<file path="config.mk">
export PLATFORM = sky130hd
export DESIGN_NAME = tile_fill_engine
export DESIGN_NICKNAME = d
export VERILOG_FILES = /design/src/rtl/tile_fill_engine.sv
export SDC_FILE = /design/constraint.sdc
export NUM_CORES = 1
export LEC_CHECK = 0
export BUFFER_PORTS_ARGS = -buffer_cell sky130_fd_sc_hd__buf_2
export CORE_MARGIN = 2
export CORE_UTILIZATION = 40
export CTS_BUF_LIST = sky130_fd_sc_hd__clkbuf_16
export DETAILED_ROUTE_END_ITERATION = 8
export PLACE_DENSITY = 0.62
export SYNTH_ARGS = -nofsm -noshare
export SYNTH_HDL_FRONTEND = slang
export SYNTH_SLANG_ARGS = --single-unit
</file>
<file path="constraint.sdc">
create_clock -name clk -period 2.1 [get_ports clk]
set_input_delay 0.315 -clock clk [delete_from_list [all_inputs] [get_ports clk]]
set_output_delay 0.315 -clock clk [all_outputs]
set_load 0.01 [all_outputs]
</file>
<file path="src/rtl/tile_fill_engine.sv">
// Rectangle fill/blit engine: CPU programs a rectangle and tile value, the engine
// then streams one tile-memory write per clock to the video block's tile region.
module tile_fill_engine #(
    parameter logic [31:0] TILE_BASE = 32'h0520_0000,
    parameter int          MAP_BITS  = 6
) (
    input  logic        clk,
    input  logic        reset,
    input  logic        reg_valid,
    input  logic [3:0]  reg_wstrb,
    input  logic [3:0]  reg_addr,
    input  logic [31:0] reg_wdata,
    output logic [31:0] reg_rdata,
    output logic        reg_ready,
    output logic        vid_valid,
    output logic [3:0]  vid_wstrb,
    output logic [31:0] vid_addr,
    output logic [31:0] vid_wdata,
    output logic        busy,
    output logic        done_irq
);

    localparam logic [1:0] ST_IDLE = 2'd0;
    localparam logic [1:0] ST_FILL = 2'd1;
    localparam logic [1:0] ST_DONE = 2'd2;

    localparam int OFF_W = 2 * MAP_BITS + 2;
    localparam logic [MAP_BITS-1:0] ONE = 1;

    logic [1:0]          state;
    logic [MAP_BITS-1:0] x0, y0, wm1, hm1;
    logic [MAP_BITS-1:0] fill_val;
    logic                inc_mode;
    logic                done_flag;
    logic [MAP_BITS-1:0] col, row, val;

    logic                ready;
    logic                acked;
    logic [31:0]         rdata;

    logic                access;
    logic                is_write;
    logic [1:0]          sel;
    logic                engine_busy;
    logic                cfg_we;
    logic                start_req;
    logic                clear_req;
    logic [31:0]         read_val;
    logic [MAP_BITS-1:0] x_sum, y_sum;
    logic [OFF_W-1:0]    tile_off;
    logic                unused_bits;

    // Register handshake: one access per reg_valid assertion; acked holds off a
    // second acknowledge until the requester has dropped reg_valid for a cycle.
    assign access      = reg_valid && !ready && !acked;
    assign is_write    = |reg_wstrb;
    assign sel         = reg_addr[3:2];
    assign engine_busy = (state != ST_IDLE);
    assign cfg_we      = access && is_write && !engine_busy;
    assign start_req   = access && is_write && (sel == 2'd2) && reg_wstrb[0] && reg_wdata[0];
    assign clear_req   = access && is_write && (sel == 2'd2) && reg_wstrb[0] && reg_wdata[1];

    always_comb begin
        read_val = '0;
        case (sel)
            2'd0: begin
                read_val[MAP_BITS-1:0]    = x0;
                read_val[8 +: MAP_BITS]   = y0;
                read_val[16 +: MAP_BITS]  = wm1;
                read_val[24 +: MAP_BITS]  = hm1;
            end
            2'd1: begin
                read_val[MAP_BITS-1:0]    = fill_val;
                read_val[8]               = inc_mode;
            end
            2'd2: begin
                read_val[0]               = engine_busy;
                read_val[1]               = done_flag;
            end
            default: read_val = '0;
        endcase
    end

    always_ff @(posedge clk) begin
        if (reset) begin
            ready <= 1'b0;
            acked <= 1'b0;
            rdata <= '0;
        end else begin
            ready <= access;
            acked <= reg_valid && (acked || ready);
            rdata <= access ? read_val : 32'h0;
        end
    end

    always_ff @(posedge clk) begin
        if (reset) begin
            x0       <= '0;
            y0       <= '0;
            wm1      <= '0;
            hm1      <= '0;
            fill_val <= '0;
            inc_mode <= 1'b0;
        end else if (cfg_we) begin
            if (sel == 2'd0) begin
                if (reg_wstrb[0]) x0  <= reg_wdata[MAP_BITS-1:0];
                if (reg_wstrb[1]) y0  <= reg_wdata[8 +: MAP_BITS];
                if (reg_wstrb[2]) wm1 <= reg_wdata[16 +: MAP_BITS];
                if (reg_wstrb[3]) hm1 <= reg_wdata[24 +: MAP_BITS];
            end else if (sel == 2'd1) begin
                if (reg_wstrb[0]) fill_val <= reg_wdata[MAP_BITS-1:0];
                if (reg_wstrb[1]) inc_mode <= reg_wdata[8];
            end
        end
    end

    // Completion beats a concurrent CPU clear so a finished fill is never lost.
    always_ff @(posedge clk) begin
        if (reset) begin
            done_flag <= 1'b0;
        end else if (state == ST_DONE) begin
            done_flag <= 1'b1;
        end else if (clear_req) begin
            done_flag <= 1'b0;
        end
    end

    always_ff @(posedge clk) begin
        if (reset) begin
            state <= ST_IDLE;
            col   <= '0;
            row   <= '0;
            val   <= '0;
        end else begin
            case (state)
                ST_IDLE: begin
                    if (start_req) begin
                        state <= ST_FILL;
                        col   <= '0;
                        row   <= '0;
                        val   <= fill_val;
                    end
                end
                ST_FILL: begin
                    if (col < wm1) begin
                        col <= col + ONE;
                    end else if (row < hm1) begin
                        col <= '0;
                        row <= row + ONE;
                    end else begin
                        state <= ST_DONE;
                    end
                    if (inc_mode) val <= val + ONE;
                end
                ST_DONE: state <= ST_IDLE;
                default: state <= ST_IDLE;
            endcase
        end
    end

    // Sums are MAP_BITS wide so a rectangle crossing the map edge wraps to 0.
    assign x_sum    = x0 + col;
    assign y_sum    = y0 + row;
    assign tile_off = {y_sum, x_sum, 2'b00};

    assign vid_valid = (state == ST_FILL);
    assign vid_wstrb = vid_valid ? 4'b0001 : 4'b0000;
    assign vid_addr  = vid_valid ? (TILE_BASE | {{(32-OFF_W){1'b0}}, tile_off}) : 32'h0;
    assign vid_wdata = vid_valid ? {{(32-MAP_BITS){1'b0}}, val} : 32'h0;
    assign busy      = engine_busy;
    assign done_irq  = (state == ST_DONE);
    assign reg_ready = ready;
    assign reg_rdata = rdata;

    assign unused_bits = &{1'b0, reg_addr[1:0], reg_wdata[31:25], reg_wdata[23:17],
                           reg_wdata[15:9], reg_wdata[7:6]};

endmodule

</file>
# Yosys cells after proc, flatten, opt, wreduce, memory -nomap -nowiden
# Index checks and enable logic that the tools add are counted.
totals:
  reg_bits: 86
  latch_bits: 0
  ram_bits: 0
  romBits: 0
  inputBits: 43
  output_inout_bits: 104
  elab_cells: 88
  mem_count: 0
op_classes:
  add_sub_neg: 5
  n_mul: 0
  n_div: 0
  order_cmp: 2
  n_eq_ne: 10
  shifts: 0
  mux: 22
  bitwise: 2
  n_reduce_logical: 31
ops:
  columns: ["op", "n"]
  rows:
  - ["$mux W6", 8]
  - ["$pmux W6 S2", 3]
  - ["$mux W27", 1]
  - ["$reduce_and A3 Y1", 7]
  - ["$add A6 B1 Y6 const B", 3]
  - ["$add A6 B6 Y6", 2]
  - ["$lt A6 B6 Y1", 2]
  - ["$reduce_and A4 Y1", 3]
  - ["$logic_and A1 B1 Y1", 9]
  - ["$pmux W4 S2", 1]
  - ["$mux W2", 3]
  - ["$ne A2 B2 Y1 const B", 3]
  - ["$pmux W2 S3", 1]
  - ["$reduce_bool A2 Y1", 3]
  - ["$eq A2 B1 Y1 const B", 2]
  - ["$eq A2 B2 Y1 const B", 2]
  - ["$logic_not A2 Y1", 2]
  - ["$ne A2 B1 Y1 const B", 2]
  - ["$pmux W2 S2", 1]
  - ["$reduce_or A4 Y1", 1]
  - ["$logic_not A1 Y1", 3]
  - ["$mux W1", 3]
  - ["$ne A3 B1 Y1 const B", 1]
  - ["$reduce_or A3 Y1", 1]
  - ["4 further kinds", 5]

# Logic depth before layout (Yosys ltp)
depth:
  word_depth: 9
  ltp_mapped: 8
  mapped_depth_nobuf: 8

# Least setup slack after synthesis
# OpenSTA, ideal clock, no wires.
synth_path:
  kind: "reg-to-output"
  from: "register row[1]"
  to: "output vid_addr[13]"
  t_arrival_ns: 1.570
  required_time_ns: 1.785
  slack_ns: 0.215
  path_stages_with_launch: 7
  path_buffers: 0
  path_cell_list: "dfxtp_1 > ha_1 > a21o_1 > a21oi_1 > o21bai_1 > or4_1 > nand3_1"
synth_via:
  elab_chain_cells: 2
synth_rtl:
  columns: ["item", "line_no", "text"]
  rows:
  - ["start, declared", "35", "logic [MAP_BITS-1:0] col, row, val;"]
  - ["start signal, assigned", "149", "row <= row + ONE;"]
  - ["$add A6 B6 Y6", "163", "assign y_sum = y0 + row;"]
  - ["$mux W27", "168", "assign vid_addr = vid_valid ? (TILE_BASE | {{(32-OFF_W){1'b0}}, tile_off}) : 32'h0;"]
  - ["end, declared", "17", "output logic [31:0] vid_addr,"]
# No other way between the ends.

# Final worst setup path
layout_path:
  from: "register y0[1]"
  to: "output vid_addr[13]"
layout_via:
  elab_chain_cells: 2
layout_rtl:
  columns: ["item", "line_no", "text"]
  rows:
  - ["start, declared", "31", "logic [MAP_BITS-1:0] x0, y0, wm1, hm1;"]
  - ["start signal, assigned", "107", "if (reg_wstrb[1]) y0 <= reg_wdata[8 +: MAP_BITS];"]
  - ["$add A6 B6 Y6", "163", null]
  - ["$mux W27", "168", null]
# No other way between the ends.

==> out/results.ini <==
[placed_design]
gp_congestion = 0.909
dp_hpwl_mm = 8.07
place_worst_setup_slack_ns = 0.0443
io_buffers = 82
dpl-instance-area_um2 = 4800

[setup_path]
cp_max_fo = 3
cp-end-kind = primary output
slowest_stage = or4_4
start_kind = flop
crit_chain = ha_4 > a21o_1 > a21oi_2 > o21bai_1 > or4_4 > nand3_2 > buf_6
critical_path_buf_inv_count = 1
max_stage_delay_ns = 0.43
arrival_ns = 1.98
crit_type = flop to primary output
critical_path.top_delay_family = simple AND/OR/NAND/NOR gates
cp_data_required_time_ns = 1.78

[grt]
grt_pass1_vias = 3637
grt_pass1_wl_mm = 17.5
gr-total-overflow = 0
antenna_found_initial = 1
grt_usage = 0.193
grt_max_degree = 32

[synthesis]
ys_warn_count = 0
synth_edf_count = 0
synth.avg_cell_area_um2 = 8.24
yosysSeqAreaShare = 0.362
syn_area_um2 = 4320
ys_types = 56
async_flop_share = 0
postSynthCellCount = 524
synth_flop_cell = dfxtp_1
synth-seq-cells = 78

[timing]
worst_pin_slew_ns = 0.543
max_freq_mhz = 436
finalSetupViolCount = 4
rsz0062_at_grt = true
whs_ns = 0.223
min_period_ns = 2.29
final.period_utilization = 1.09
slew_viol_final = 0
fin_ws_ns = -0.191
slew_headroom = 0.634
fin_worst_skew_ns = 0.00901
finalHoldViolations = 0

[clock_tree]
clk_pin_slew_ns = 0.06
clock_path_buffers = 2
h-tree-depth = 3
clock-root-buffer = clkbuf_16
cts_sinks = 78
clk_latency_ns = 0.34
cts_tree = yes
numCtsBuffers = 9

[final_layout]
multi_input_area_um2 = 2430
regArea_um2 = 1580
final_core_utilization = 0.513
finish.instance_area_um2 = 5340
area.growth.synth_to_final_pct = 23.7
fillers = 987
drive_gt1_frac = 0.284
layout.nets = 696

[floorplan]
die_w_um = 108
initial_core_util = 0.415
die-area_um2 = 11600
die_y_um = 108
io-pin-count = 147
rows = 37
design.core.area_um2 = 10400

[detailed_routing]
drc = 0
route.detailed.vias_per_inst = 5.08
drt_iter0_drc = 242
wl_mm = 11.1
wl_per_cell_um = 14.5
drtAntennaViolNets = 0
via_count = 3908
firstDrtPassIters = 5

[power]
power.density_nw_per_um2 = 641
vdd_drop_max_uv = 351
p_total_uw = 3420
leakage_uw = 0.00233

[outcome]
violations = negative setup slack
status = finished, violations left

[worst_hold_path]
hold_class = primary input to flop

[job]
maxCapViolations = 0

==> what timing repair did <==
| item | in CTS | in global routing |
|---|---|---|
| pin swaps | 14 | 17 |
| setup buffers | 9 | 4 |
| hold buffers | 0 | 0 |
| setup endpoints to repair | 6 | 13 |
| resized for setup | 25 | 21 |
==> cell usage in the layout, fill, tap and decap left out, drive strengths merged, types with 4 or more instances in the layout <==
master | netlist | layout
nor4 | 5 | 5
o22ai | 6 | 6
xnor2 | 4 | 4
nand2b | 14 | 14
nor3 | 14 | 14
a311oi | 4 | 4
a21o | 7 | 7
clkbuf | 18 | 9
nand3 | 43 | 43
nor3b | 4 | 4
nor2 | 25 | 25
a211oi | 6 | 6
a31oi | 5 | 5
conb | 1 | 54
nand2 | 53 | 53
inv | 24 | 25
a2111oi | 4 | 4
buf | 65 | 123
and2 | 14 | 14
ha | 23 | 23
dfxtp | 78 | 78
xor2 | 4 | 4
o21ai | 5 | 5
a22o | 5 | 5
a21oi | 54 | 54
==> flip-flops by register name, indices dropped and copies added (netlist names) <==
name,count
done_flag,1
x0,6
acked,1
row,6
reg_rdata,24
wm1,6
val,6
hm1,6
col,6
y0,6
fill_val,6
inc_mode,1
state,2
reg_ready,1
==> report_power, final <==
part	total, uW	internal (uW)	switching, uW
combinational	264	88.2	176
clock	1650	1030	617
sequential	1510	1490	14.3
==> final timing paths <==
path / to / startpoint / slack [ns] / cells after the start
worst max-delay path: vid_addr[13] / y0[1] / -0.19 / 7
worst min-delay path: wm1[1] / reg_wdata[17] / 0.22 / 3
worst max register to register: row[2] / hm1[5] / 0.13 / 7
worst min register to register: wm1[2] / wm1[2] / 0.46 / 2
==> final cells by class <==
class,instances,area share
Clock inverter,7,0.0169
Inverter,24,0.0173
Tap cell,136,0.0319
Timing Repair Buffer,123,0.140
Clock buffer,9,0.0422
Multi-Input combinational cell,392,0.456
Antenna cell,1,0.000468
Sequential cell,78,0.296
==> per-layer routing <==
metal	up-vias	share of wire	GRT usage
met5	-	0	0
met4	0	0.016	0.0696
met3	20	0.071	0.0490
met2	180	0.48	0.330
met1	1790	0.43	0.233
li1	1918	-	-
==> cell families (layout without fill, tap and decap cells) <==
logic type / after synthesis / in the layout / share of synthesized area
AOI/OAI and AO/OA: 109 / 109 / 0.160
buffers and inverters: 107 / 163 / 0.149
adders and majority gates: 25 / 25 / 0.0759
xor gates and xnor gates: 8 / 8 / 0.0162
other: 1 / 55 / 0.000868
DFF: 78 / 78 / 0.362
muxes: 3 / 3 / 0.00695
and+or+nand+nor: 193 / 193 / 0.230
==> tightest hold or removal path, cell delays in order <==
cell and delay [ns]:
buf_2 0.10, nand3_1 0.05, a21oi_1 0.05
==> Yosys cell counts, types with 5 or more instances <==
| master | instances | area, um2 |
|---|---|---|
| a22o_1 | 5 | 43.8 |
| nand3_1 | 43 | 215 |
| ha_1 | 23 | 288 |
| inv_1 | 23 | 86.3 |
| o22ai_1 | 6 | 37.5 |
| dfxtp_1 | 78 | 1560 |
| buf_4 | 60 | 450 |
| a21o_1 | 7 | 52.6 |
| a211oi_1 | 6 | 45.0 |
| nand2_1 | 53 | 199 |
| a31oi_1 | 5 | 31.3 |
| nor2_1 | 25 | 93.8 |
| nor3_1 | 13 | 65.1 |
| clkbuf_1 | 18 | 67.6 |
| a21oi_1 | 53 | 265 |
| nand2b_1 | 14 | 87.6 |
| and2_1 | 14 | 87.6 |
| o21ai_0 | 5 | 25.0 |
==> through the flow <==
stage	setup TNS (ns)	cells
global placement	0	745
floorplan	0	577
global route	-0.816	769
detailed placement	0	745
CTS	-0.568	768
finish	-0.433	770
(Power assumes the default switching activity.)
